**src/rtl/vga_char_pkg.sv**
```systemverilog
// -----------------------------------------------------------------------------
// vga_char_pkg
// Shared constants and types for the 16x16 character text overlay.
//   - glyph and grid geometry (8x16 glyphs, 16x16 cells, 128x256 px box)
//   - bus widths for VGA counters, RGB444 colour, char codes and font address
//   - packed structs for the timing bundle and the per-pixel side pipeline
//   - font_pixel(): picks one pixel out of a font line, MSB = leftmost
// -----------------------------------------------------------------------------
package vga_char_pkg;

    localparam int CHAR_W      = 8;
    localparam int CHAR_H      = 16;
    localparam int GRID_COLS   = 16;
    localparam int GRID_ROWS   = 16;
    localparam int BOX_W       = CHAR_W * GRID_COLS;   // 128
    localparam int BOX_H       = CHAR_H * GRID_ROWS;   // 256

    localparam int COUNT_W     = 11;
    localparam int RGB_W       = 12;
    localparam int CHAR_CODE_W = 7;
    localparam int FONT_ADDR_W = 11;

    // VGA timing bundle carried through the fixed-latency delay line.
    typedef struct packed {
        logic [COUNT_W-1:0] hcount;
        logic               hsync;
        logic               hblnk;
        logic [COUNT_W-1:0] vcount;
        logic               vsync;
        logic               vblnk;
    } timing_t;

    // Per-pixel information needed at the compositing stage.
    typedef struct packed {
        logic [2:0]       bit_idx;
        logic             in_box;
        logic             blank;
        logic [RGB_W-1:0] rgb;
    } side_t;

    // Font lines are stored with the leftmost pixel in the MSB.
    function automatic logic font_pixel(input logic [CHAR_W-1:0] line,
                                        input logic [2:0]        idx);
        return line[3'd7 - idx];
    endfunction

endpackage

```
**src/rtl/signal_delay.sv**
```systemverilog
// -----------------------------------------------------------------------------
// signal_delay
// Fixed-latency shift register: dout is din delayed by CLK_DEL clock cycles.
// All stages clear to 0 on the asynchronous active-low reset.
// Parameters: WIDTH   - data width
//             CLK_DEL - number of register stages (>= 1)
// Ports:      clk, rst_n, din[WIDTH], dout[WIDTH]
// -----------------------------------------------------------------------------
module signal_delay #(
    parameter int WIDTH   = 1,
    parameter int CLK_DEL = 1
) (
    input  logic             clk,
    input  logic             rst_n,
    input  logic [WIDTH-1:0] din,
    output logic [WIDTH-1:0] dout
);

    logic [CLK_DEL-1:0][WIDTH-1:0] stage_reg;

    genvar gi;
    generate
        for (gi = 0; gi < CLK_DEL; gi++) begin : g_stage
            if (gi == 0) begin : g_first
                always_ff @(posedge clk or negedge rst_n) begin
                    if (!rst_n) stage_reg[gi] <= '0;
                    else        stage_reg[gi] <= din;
                end
            end else begin : g_next
                always_ff @(posedge clk or negedge rst_n) begin
                    if (!rst_n) stage_reg[gi] <= '0;
                    else        stage_reg[gi] <= stage_reg[gi-1];
                end
            end
        end
    endgenerate

    assign dout = stage_reg[CLK_DEL-1];

endmodule

```
**src/rtl/draw_rect_char_16x16.sv**
```systemverilog
// -----------------------------------------------------------------------------
// draw_rect_char_16x16
// Pipelined VGA text overlay: reads a 16x16 character grid from an external
// char ROM (combinational) and the glyph lines from an external font ROM
// (1-cycle synchronous read), then serialises glyph pixels onto the RGB stream.
//
// Pipeline (edge numbers after an input sample):
//   1: char_xy = {row, col}, side info captured
//   2: font_addr = {char_code, glyph line}
//   3: font ROM registers font_addr (external)
//   4: rgb_out composited; timing/counters delayed by the same 4 cycles
//
// Parameters: XPOS, YPOS     - top-left corner of the 128x256 px text box
//             LETTER_COLOR   - colour of set glyph pixels
//             BG_COLOR       - box background (opaque mode only)
// Macro:      CHAR_BG_EN     - when defined, unset glyph pixels inside the box
//                              show BG_COLOR; otherwise the box is transparent
// Ports:  pclk, rst_n (async, active-low)
//         hcount_in/vcount_in, hsync_in/vsync_in, hblnk_in/vblnk_in, rgb_in
//         char_code (from char ROM), char_pixels (from font ROM)
//         char_xy (to char ROM), font_addr (to font ROM)
//         hcount_out/vcount_out, hsync_out/vsync_out, hblnk_out/vblnk_out,
//         rgb_out
// -----------------------------------------------------------------------------
module draw_rect_char_16x16
    import vga_char_pkg::*;
#(
    parameter logic [COUNT_W-1:0] XPOS         = '0,
    parameter logic [COUNT_W-1:0] YPOS         = '0,
    parameter logic [RGB_W-1:0]   LETTER_COLOR = 12'hFFF,
    parameter logic [RGB_W-1:0]   BG_COLOR     = 12'h000
) (
    input  logic                   pclk,
    input  logic                   rst_n,
    input  logic [COUNT_W-1:0]     hcount_in,
    input  logic                   hsync_in,
    input  logic                   hblnk_in,
    input  logic [COUNT_W-1:0]     vcount_in,
    input  logic                   vsync_in,
    input  logic                   vblnk_in,
    input  logic [RGB_W-1:0]       rgb_in,
    input  logic [CHAR_CODE_W-1:0] char_code,
    input  logic [CHAR_W-1:0]      char_pixels,
    output logic [7:0]             char_xy,
    output logic [FONT_ADDR_W-1:0] font_addr,
    output logic [COUNT_W-1:0]     hcount_out,
    output logic [COUNT_W-1:0]     vcount_out,
    output logic                   hsync_out,
    output logic                   hblnk_out,
    output logic                   vsync_out,
    output logic                   vblnk_out,
    output logic [RGB_W-1:0]       rgb_out
);

`ifdef CHAR_BG_EN
    localparam bit OPAQUE_BOX = 1'b1;
`else
    localparam bit OPAQUE_BOX = 1'b0;
`endif

    // Box limits widened by one bit so XPOS+128 / YPOS+256 cannot wrap.
    localparam logic [COUNT_W:0] X_LO = {1'b0, XPOS};
    localparam logic [COUNT_W:0] Y_LO = {1'b0, YPOS};
    localparam logic [COUNT_W:0] X_HI = X_LO + (COUNT_W+1)'(BOX_W);
    localparam logic [COUNT_W:0] Y_HI = Y_LO + (COUNT_W+1)'(BOX_H);

    // ------------------------------------------------------------------
    // Stage 0: combinational decode of the incoming pixel position.
    // Only the low bits of rx/ry are ever used, and the low bits of a
    // difference depend only on the low bits of its operands.
    // ------------------------------------------------------------------
    logic [6:0] rx;
    logic [7:0] ry;
    logic       in_box;

    assign rx = hcount_in[6:0] - XPOS[6:0];
    assign ry = vcount_in[7:0] - YPOS[7:0];

    assign in_box = ({1'b0, hcount_in} >= X_LO) && ({1'b0, hcount_in} < X_HI) &&
                    ({1'b0, vcount_in} >= Y_LO) && ({1'b0, vcount_in} < Y_HI);

    side_t   side_s0, side_s3;
    timing_t timing_s0, timing_s4;

    assign side_s0.bit_idx = rx[2:0];
    assign side_s0.in_box  = in_box;
    assign side_s0.blank   = hblnk_in | vblnk_in;
    assign side_s0.rgb     = rgb_in;

    assign timing_s0.hcount = hcount_in;
    assign timing_s0.hsync  = hsync_in;
    assign timing_s0.hblnk  = hblnk_in;
    assign timing_s0.vcount = vcount_in;
    assign timing_s0.vsync  = vsync_in;
    assign timing_s0.vblnk  = vblnk_in;

    // ------------------------------------------------------------------
    // Stage 1: cell address to the char ROM, glyph line held for stage 2.
    // char_xy is driven even outside the box; the in_box flag masks it.
    // ------------------------------------------------------------------
    logic [3:0] line_s1;

    always_ff @(posedge pclk or negedge rst_n) begin
        if (!rst_n) begin
            char_xy <= '0;
            line_s1 <= '0;
        end else begin
            char_xy <= {ry[7:4], rx[6:3]};
            line_s1 <= ry[3:0];
        end
    end

    // ------------------------------------------------------------------
    // Stage 2: font ROM line address from the returned char code.
    // ------------------------------------------------------------------
    always_ff @(posedge pclk or negedge rst_n) begin
        if (!rst_n) font_addr <= '0;
        else        font_addr <= {char_code, line_s1};
    end

    // Side info travels stages 1..3 to meet the font ROM output.
    signal_delay #(
        .WIDTH   ($bits(side_t)),
        .CLK_DEL (3)
    ) u_side_delay (
        .clk   (pclk),
        .rst_n (rst_n),
        .din   (side_s0),
        .dout  (side_s3)
    );

    // Timing and counters are delayed the full 4 cycles to stay aligned
    // with rgb_out.
    signal_delay #(
        .WIDTH   ($bits(timing_t)),
        .CLK_DEL (4)
    ) u_timing_delay (
        .clk   (pclk),
        .rst_n (rst_n),
        .din   (timing_s0),
        .dout  (timing_s4)
    );

    // ------------------------------------------------------------------
    // Stage 4: composite. Blanking wins over everything, then set glyph
    // pixels, then (opaque mode only) the box background.
    // ------------------------------------------------------------------
    logic pix;
    assign pix = font_pixel(char_pixels, side_s3.bit_idx);

    always_ff @(posedge pclk or negedge rst_n) begin
        if (!rst_n) begin
            rgb_out <= '0;
        end else if (side_s3.blank) begin
            rgb_out <= '0;
        end else if (side_s3.in_box && pix) begin
            rgb_out <= LETTER_COLOR;
        end else if (side_s3.in_box && OPAQUE_BOX) begin
            rgb_out <= BG_COLOR;
        end else begin
            rgb_out <= side_s3.rgb;
        end
    end

    assign hcount_out = timing_s4.hcount;
    assign hsync_out  = timing_s4.hsync;
    assign hblnk_out  = timing_s4.hblnk;
    assign vcount_out = timing_s4.vcount;
    assign vsync_out  = timing_s4.vsync;
    assign vblnk_out  = timing_s4.vblnk;

endmodule

```
**config.mk**
```make
export PLATFORM = sky130hd
export DESIGN_NAME = draw_rect_char_16x16
export DESIGN_NICKNAME = d
export VERILOG_FILES = /design/src/rtl/vga_char_pkg.sv /design/src/rtl/signal_delay.sv /design/src/rtl/draw_rect_char_16x16.sv
export SDC_FILE = /design/constraint.sdc
export NUM_CORES = 1
export LEC_CHECK = 0
export ABC_AREA = 1
export BUFFER_PORTS_ARGS = -buffer_cell sky130_fd_sc_hd__buf_4
export CORE_AREA = 5 5 130 132
export CTS_CLUSTER_SIZE = 40
export DETAILED_ROUTE_END_ITERATION = 16
export DIE_AREA = 0 0 135 137
export PLACE_DENSITY = 0.6
export SYNTH_ARGS = -nofsm -noshare
export SYNTH_HDL_FRONTEND = slang
export SYNTH_HIERARCHICAL = 1
export SYNTH_SLANG_ARGS = --single-unit
```
**constraint.sdc**
```tcl
create_clock -name pclk -period 1.4 [get_ports pclk]
set_clock_uncertainty 0.2 [all_clocks]
set_input_delay 0.28 -clock pclk [delete_from_list [all_inputs] [get_ports pclk]]
set_output_delay 0.28 -clock pclk [all_outputs]
set_load 0.005 [all_outputs]
```
==> impl_metrics.prom, run 1 <==
# TYPE chip_impl_metric gauge
chip_impl_info{name="run_status",value="finished with violations"} 1
chip_impl_info{name="violations",value="negative setup slack"} 1
chip_impl_info{name="final_common_cell",value="dfrtp_1"} 1
chip_impl_metric{name="max_reg_flops",unit=""} 78
chip_impl_metric{name="leakagePower",unit="nW"} 3.55
chip_impl_metric{name="timing.final.max_slew_violations",unit=""} 0
chip_impl_metric{name="wire_length_of_the_first_global_routing_pass",unit="um"} 14200
chip_impl_metric{name="timing.critical_path.buf_inv",unit=""} 1
chip_impl_metric{name="power.share.combinational",unit="%"} 5.5
chip_impl_info{name="layout.cells.most_common_list",value="dfrtp_1 (189), buf_4 (60), buf_6 (57)"} 1
chip_impl_metric{name="cts_made_buffers",unit=""} 17
chip_impl_metric{name="synth_area_per_cell",unit="um2"} 18.6
chip_impl_metric{name="ys.warnings.count",unit=""} 6
chip_impl_metric{name="fp.coreArea",unit="um2"} 15600
chip_impl_metric{name="worst_skew_pair.late_latency",unit="ps"} 420
chip_impl_metric{name="synthDistinctLibCells",unit=""} 16
chip_impl_metric{name="synth_sequential_area_ratio",unit="%"} 88.5
chip_impl_metric{name="timing.final.ws_setup",unit="ps"} -12.7
chip_impl_metric{name="design.die.area",unit="um2"} 18500
chip_impl_metric{name="yosys_register_bits",unit=""} 190
chip_impl_metric{name="placed_cells",unit=""} 580
chip_impl_metric{name="gpl.final_weighted_congestion",unit=""} 0.699
chip_impl_metric{name="count_of_fill_cells_added_during_filler_insertion",unit=""} 1296
chip_impl_metric{name="routed_via_density",unit=""} 3.72
chip_impl_metric{name="grt.total_usage",unit="%"} 10.4
chip_impl_metric{name="finalNetCount",unit=""} 485
chip_impl_info{name="critical_path.top_delay_family",value="simple AND/OR/NAND/NOR gates"} 1
chip_impl_info{name="crit_top_cell",value="nand3_4"} 1
chip_impl_metric{name="port-buffer-count",unit=""} 111
chip_impl_metric{name="dr.pass1.iters",unit=""} 3
chip_impl_metric{name="critical_path_required",unit="ps"} 1480
chip_impl_metric{name="critical_path_arrival",unit="ps"} 1490
chip_impl_metric{name="layout-drive-gt1-share",unit="%"} 38.6
chip_impl_metric{name="final_area",unit="um2"} 7560
chip_impl_metric{name="clk_pin_slew_worst_paths",unit="ps"} 60
chip_impl_metric{name="synth_area",unit="um2"} 5370
chip_impl_metric{name="initial_utilization",unit="%"} 34.4
chip_impl_metric{name="total_switching_power",unit="mW"} 2.31
chip_impl_info{name="cp-end-kind",value="flop"} 1
chip_impl_metric{name="power_share_of_the_clock_group",unit="%"} 41.6
chip_impl_metric{name="synthCells",unit=""} 288
chip_impl_metric{name="finish.utilization",unit="%"} 48.5
chip_impl_metric{name="worstPathMaxFanout",unit=""} 6
chip_impl_metric{name="timing_worst_slew_pin_value",unit="ps"} 563
chip_impl_info{name="grt_setup_unrepaired",value="true"} 1
chip_impl_metric{name="dp_hpwl",unit="um"} 5250
chip_impl_info{name="clock_root_buffer",value="clkbuf_16"} 1
chip_impl_metric{name="post-route-min-period",unit="ps"} 1410
chip_impl_metric{name="grt_start_max_net_pins",unit=""} 42
chip_impl_info{name="cell_with_the_largest_stage_delay_on_the_worst_path",value="dfrtp_2"} 1
chip_impl_info{name="r2r-start",value="u_side_delay/dout[14]"} 1
chip_impl_metric{name="vdd_drop_max",unit="V"} 0.000778
chip_impl_metric{name="flow.area_growth_from_synthesis",unit="%"} 40.8
chip_impl_metric{name="remaining_drc_errors",unit=""} 0
chip_impl_metric{name="synth.net_count",unit=""} 343
chip_impl_metric{name="sum_of_negative_setup_slack",unit="ps"} -49.3
chip_impl_metric{name="vias",unit=""} 2461
chip_impl_metric{name="dieWidth",unit="um"} 135
chip_impl_metric{name="postRouteAntennaNets",unit=""} 0
chip_impl_metric{name="finalNonFillerCells",unit=""} 661
chip_impl_metric{name="average_wire_per_cell_in_the_routed_design",unit="um"} 12.9
chip_impl_metric{name="swShare",unit="%"} 20.8
chip_impl_metric{name="holdWs",unit="ps"} 141
chip_impl_metric{name="drv_cap",unit=""} 0
chip_impl_metric{name="boundaryPins",unit=""} 112
chip_impl_metric{name="slew_headroom",unit="%"} 62.5
chip_impl_metric{name="cell_internal_pwr",unit="mW"} 8.77
chip_impl_metric{name="routed_wirelength",unit="um"} 8540
chip_impl_metric{name="grt_antenna_before_repair",unit=""} 1
chip_impl_metric{name="postPlaceCellArea",unit="um2"} 6250
chip_impl_info{name="timing.critical_path.from_type",value="flop"} 1
chip_impl_metric{name="clock_sink_count",unit=""} 190
chip_impl_info{name="timing.critical_path.cells",value="inv_2 -> nand2_1 -> nand3_1 -> nand3_4 -> nand3_4 -> a21oi_1"} 1
chip_impl_metric{name="grt_pass1_vias",unit=""} 2890
chip_impl_metric{name="drtIter0Drc",unit=""} 68
chip_impl_metric{name="global_route.overflow_total",unit=""} 0
chip_impl_metric{name="hold_violations",unit=""} 0
chip_impl_metric{name="setup_viol",unit=""} 7
chip_impl_info{name="clock_tree_from_tritoncts",value="yes"} 1
chip_impl_metric{name="clock_tree.htree_level_count",unit=""} 4
chip_impl_metric{name="cp_slowest_stage_delay",unit="ps"} 440
chip_impl_metric{name="seq_power_share",unit="%"} 52.9
chip_impl_metric{name="period_share",unit="%"} 101
chip_impl_metric{name="fp-row-count",unit=""} 46
chip_impl_info{name="hold_path.class",value="input pin to async pin"} 1
chip_impl_metric{name="clk_path_buf_depth",unit=""} 2
chip_impl_metric{name="max_freq",unit="MHz"} 708
chip_impl_info{name="worstSetupPathType",value="flop to flop"} 1
chip_impl_metric{name="die_height",unit="um"} 137
chip_impl_info{name="critical_path.startpoint",value="u_side_delay/dout[14]"} 1
chip_impl_metric{name="power_per_cell_area",unit="nW/um2"} 1470
## power by group through the flow
| stage | clock network (mW) | registers (mW) | logic [mW] |
|---|---|---|---|
| 3_3_place_gp | 0 | 5.94 | 0.446 |
| 6_report | 4.61 | 5.86 | 0.614 |
| 3_5_place_dp | 0 | 5.95 | 0.460 |
| 4_1_cts | 4.78 | 5.86 | 0.624 |
| 5_1_grt | 5.04 | 5.88 | 0.679 |
| 2_1_floorplan | 0 | 5.92 | 0.141 |
## cell families (layout without fill, tap and decap cells)
logic type,count (synthesis),in the layout,synth area share (%)
AOI/OAI and AO/OA,12,12,1.82
buffers and inverters,65,219,7.69
DFF,190,190,88.5
other,0,2,0
and+or+nand+nor,21,22,1.96
## cell usage after synthesis
master / instances / area share [%]
dfrtp_1: 190 / 89
buf_4: 43 / 6.0
inv_1: 17 / 1.2
a21oi_2: 10 / 1.6
nand2_1: 9 / 0.63
nor2_1: 4 / 0.28
inv_2: 3 / 0.21
nand3_1: 3 / 0.28
a21oi_1: 2 / 0.19
buf_6: 1 / 0.21
clkbuf_1: 1 / 0.070
nand3_2: 1 / 0.19
nand3b_1: 1 / 0.14
nand3b_2: 1 / 0.21
nor4_1: 1 / 0.12
or2_1: 1 / 0.12
## final timing paths
| path | to | slack [ps] | depth (start not counted) |
|---|---|---|---|
| setup / recovery | rgb_out[0] | -10 | 6 |
| hold / removal | u_timing_delay/dout[12] | 140 | 2 |
| setup reg to reg | rgb_out[0] | -10 | 6 |
| hold reg to reg | u_side_delay/dout[0] | 140 | 0 |
| max in group asynchronous | u_side_delay/dout[14] | 330 | 3 |
| min in group pclk | u_side_delay/dout[0] | 140 | 0 |
## what timing repair did
item | 4_1_cts | 5_1_grt
hold endpoints to repair | 252 | 0
resized for setup | 61 | 4
setup endpoints to repair | 69 | 69
buffers inserted | 0 | 0
pin swaps | 2 | 3
hold buffers | 46 | 0
cloned | 1 | 0
## metrics by stage
| step | setup WS, ps | power [mW] |
|---|---|---|
| after floorplan | 25.3 | 6.06 |
| after global placement | -73.0 | 6.38 |
| after detailed placement | -129 | 6.40 |
| after CTS | -44.8 | 11.3 |
| after global routing | -91.3 | 11.6 |
| final | -12.7 | 11.1 |
## metal layers
layer,GRT usage (%),share of wire [%],vias to the layer above
li1,-,-,1127
met1,10.9,36,1237
met2,17.5,54,79
met3,5.11,7.8,18
met4,5.49,2.3,0
met5,0,0,-
## layout make-up
| type | instances | area (um2) | share of cell area (%) |
|---|---|---|---|
| Tap cell | 216 | 270 | 3.58 |
| Antenna cell | 2 | 5.00 | 0.0662 |
| Timing Repair Buffer | 167 | 1630 | 21.5 |
| Clock buffer | 19 | 433 | 5.73 |
| Clock inverter | 13 | 138 | 1.82 |
| Multi-Input combinational cell | 34 | 255 | 3.38 |
| Sequential cell | 190 | 4760 | 62.9 |
| Inverter | 20 | 75.1 | 0.993 |
Power figures use the tool's default switching activity.
==> run 2, diff against run 1 <==
--- a/config.mk
+++ b/config.mk
@@ -11,7 +11,7 @@
 export CTS_CLUSTER_SIZE = 40
 export DETAILED_ROUTE_END_ITERATION = 16
 export DIE_AREA = 0 0 135 137
-export PLACE_DENSITY = 0.6
+export PLACE_DENSITY = 0.58
 export SYNTH_ARGS = -nofsm -noshare
 export SYNTH_HDL_FRONTEND = slang
 export SYNTH_HIERARCHICAL = 1
==> constraint.sdc (replaced) <==
create_clock -name pclk -period 1.8 [get_ports pclk]
set_clock_uncertainty 0.2 [all_clocks]
set_input_delay 0.36 -clock pclk [delete_from_list [all_inputs] [get_ports pclk]]
set_output_delay 0.36 -clock pclk [all_outputs]
set_load 0.005 [all_outputs]
==> run 2 against run 1 <==
Effect of this change: the flow now finishes without violations; sequential power shrank 23%; combinational power down 31%; total power fell by 22%; register-to-register slack improved by 280 ps; cell count down 0.30%; largest cell class unchanged; highest routed layer unchanged.
==> impl_metrics.prom, run 2 (synthesized netlist as in run 1, its figures left out) <==
# TYPE chip_impl_metric gauge
chip_impl_metric{name="grt.total_usage",unit="%"} 9.61
chip_impl_metric{name="vdd_drop_max",unit="V"} 0.000547
chip_impl_info{name="run_status",value="finished clean"} 1
chip_impl_metric{name="drtIter0Drc",unit=""} 132
chip_impl_metric{name="final_area",unit="um2"} 7290
chip_impl_metric{name="max_reg_flops",unit=""} 78
chip_impl_metric{name="clk_pin_slew_worst_paths",unit="ps"} 70
chip_impl_metric{name="postRouteAntennaNets",unit=""} 0
chip_impl_metric{name="design.die.area",unit="um2"} 18500
chip_impl_metric{name="power_per_cell_area",unit="nW/um2"} 1190
chip_impl_metric{name="postPlaceCellArea",unit="um2"} 6230
chip_impl_metric{name="fp-row-count",unit=""} 46
chip_impl_metric{name="worstPathMaxFanout",unit=""} 12
chip_impl_info{name="final_common_cell",value="dfrtp_1"} 1
chip_impl_metric{name="fp.coreArea",unit="um2"} 15600
chip_impl_metric{name="post-route-min-period",unit="ps"} 1530
chip_impl_info{name="grt_setup_unrepaired",value="false"} 1
chip_impl_info{name="hold_path.class",value="flop to flop"} 1
chip_impl_metric{name="cts_made_buffers",unit=""} 17
chip_impl_metric{name="grt_antenna_before_repair",unit=""} 2
chip_impl_metric{name="slew_headroom",unit="%"} 63.2
chip_impl_metric{name="finalNonFillerCells",unit=""} 659
chip_impl_metric{name="dp_hpwl",unit="um"} 5370
chip_impl_metric{name="period_share",unit="%"} 85.0
chip_impl_info{name="clock_root_buffer",value="clkbuf_16"} 1
chip_impl_metric{name="flow.area_growth_from_synthesis",unit="%"} 35.8
chip_impl_info{name="timing.critical_path.from_type",value="flop"} 1
chip_impl_metric{name="vias",unit=""} 2418
chip_impl_metric{name="placed_cells",unit=""} 579
chip_impl_metric{name="drv_cap",unit=""} 0
chip_impl_metric{name="clock_tree.htree_level_count",unit=""} 4
chip_impl_metric{name="port-buffer-count",unit=""} 111
chip_impl_info{name="clock_tree_from_tritoncts",value="yes"} 1
chip_impl_metric{name="clock_sink_count",unit=""} 190
chip_impl_metric{name="count_of_fill_cells_added_during_filler_insertion",unit=""} 1327
chip_impl_metric{name="wire_length_of_the_first_global_routing_pass",unit="um"} 13400
chip_impl_metric{name="critical_path_arrival",unit="ps"} 1670
chip_impl_metric{name="critical_path_required",unit="ps"} 1940
chip_impl_metric{name="post_cts_resized",unit=""} 0
chip_impl_metric{name="hold_violations",unit=""} 0
chip_impl_metric{name="routed_via_density",unit=""} 3.67
chip_impl_metric{name="average_wire_per_cell_in_the_routed_design",unit="um"} 12.3
chip_impl_metric{name="timing_worst_slew_pin_value",unit="ps"} 553
chip_impl_metric{name="sum_of_negative_setup_slack",unit="ps"} 0
chip_impl_metric{name="gpl.final_weighted_congestion",unit=""} 0.701
chip_impl_metric{name="timing.final.max_slew_violations",unit=""} 0
chip_impl_info{name="cp-end-kind",value="flop"} 1
chip_impl_metric{name="initial_utilization",unit="%"} 34.4
chip_impl_metric{name="remaining_drc_errors",unit=""} 0
chip_impl_metric{name="setup_viol",unit=""} 0
chip_impl_metric{name="layout-drive-gt1-share",unit="%"} 37.6
chip_impl_metric{name="max_freq",unit="MHz"} 654
chip_impl_info{name="layout.cells.most_common_list",value="dfrtp_1 (190), buf_4 (117), dlygate4sd3_1 (46)"} 1
chip_impl_metric{name="leakagePower",unit="nW"} 3.47
chip_impl_metric{name="finish.utilization",unit="%"} 46.8
chip_impl_metric{name="grt_start_max_net_pins",unit=""} 45
chip_impl_metric{name="grt_pass1_vias",unit=""} 2705
chip_impl_metric{name="boundaryPins",unit=""} 112
chip_impl_info{name="worstSetupPathType",value="flop to flop"} 1
chip_impl_metric{name="dieWidth",unit="um"} 135
chip_impl_metric{name="die_height",unit="um"} 137
chip_impl_metric{name="finalNetCount",unit=""} 483
chip_impl_metric{name="routed_wirelength",unit="um"} 8110
chip_impl_metric{name="worst_skew_pair.late_latency",unit="ps"} 420
chip_impl_metric{name="clk_path_buf_depth",unit=""} 2
chip_impl_metric{name="dr.pass1.iters",unit=""} 2
chip_impl_metric{name="global_route.overflow_total",unit=""} 0
==> run 2: cell types whose count changed in the layout (fill, tap and decap cells not counted), sizes merged <==
cell / previous run / this run
nand3: 5 / 4
clkinv: 4 / 2
buf: 120 / 119
inv: 24 / 26
==> run 2: area by class of cell <==
cell class	count	area [um2]	share of cell area, %
tap	216	270	3.70
sequential	190	4750	65.2
multi-input combinational	33	203	2.78
clock inverter	13	151	2.08
clock buffer	19	443	6.07
inverter	20	75.1	1.03
antenna	2	5.00	0.0686
timing repair buffer	166	1390	19.1
==> run 2: metrics by stage <==
step / power (mW) / setup slack [ps] / hold WS [ps]
floorplan: 4.71 / 425 / -136
global placement: 4.96 / 323 / 111
detailed placement: 4.98 / 262 / 121
CTS: 8.77 / 249 / 145
global route: 9.01 / 96.4 / 148
finish: 8.65 / 270 / 143
==> run 2: per-layer routing <==
layer	GRT usage, %	vias to the layer above	part of all wire, %
li1	-	1120	-
met1	10.9	1203	39
met2	15.0	76	50
met3	4.71	19	7.8
met4	5.26	0	2.3
met5	0	-	0
==> run 2: worst max-delay path, stage by stage, from the launching register on <==
cell	delay (ps)
dfrtp_1	440
nor2_1	80
nor2_1	90
nand2_1	70
nand3b_2	70
nand3_2	280
a21oi_1	220
==> run 2: timing repair <==
action,CTS,global route
hold endpoints to repair,103,0
setup buffers,0,0
hold buffers,46,0
==> run 2: final timing paths <==
path | end | slack, ps | depth (start not counted) | start
setup / recovery | rgb_out[11] | 270 | 6 | u_side_delay/dout[14]
hold / removal | u_side_delay/dout[11] | 140 | 0 | u_side_delay/stage_reg[28]
setup reg to reg | rgb_out[11] | 270 | 6 | u_side_delay/dout[14]
hold reg to reg | u_side_delay/dout[11] | 140 | 0 | u_side_delay/stage_reg[28]
max in group asynchronous | u_side_delay/dout[12] | 590 | 3 | rst_n
min in group asynchronous | u_timing_delay/stage_reg[14] | 230 | 2 | rst_n
==> run 2: power by group <==
group / switching [mW] / total [mW] / internal, mW
clock: 1.57 / 3.69 / 2.11
sequential: 0.0630 / 4.54 / 4.48
combinational: 0.174 / 0.421 / 0.246
total: 1.81 / 8.65 / 6.84
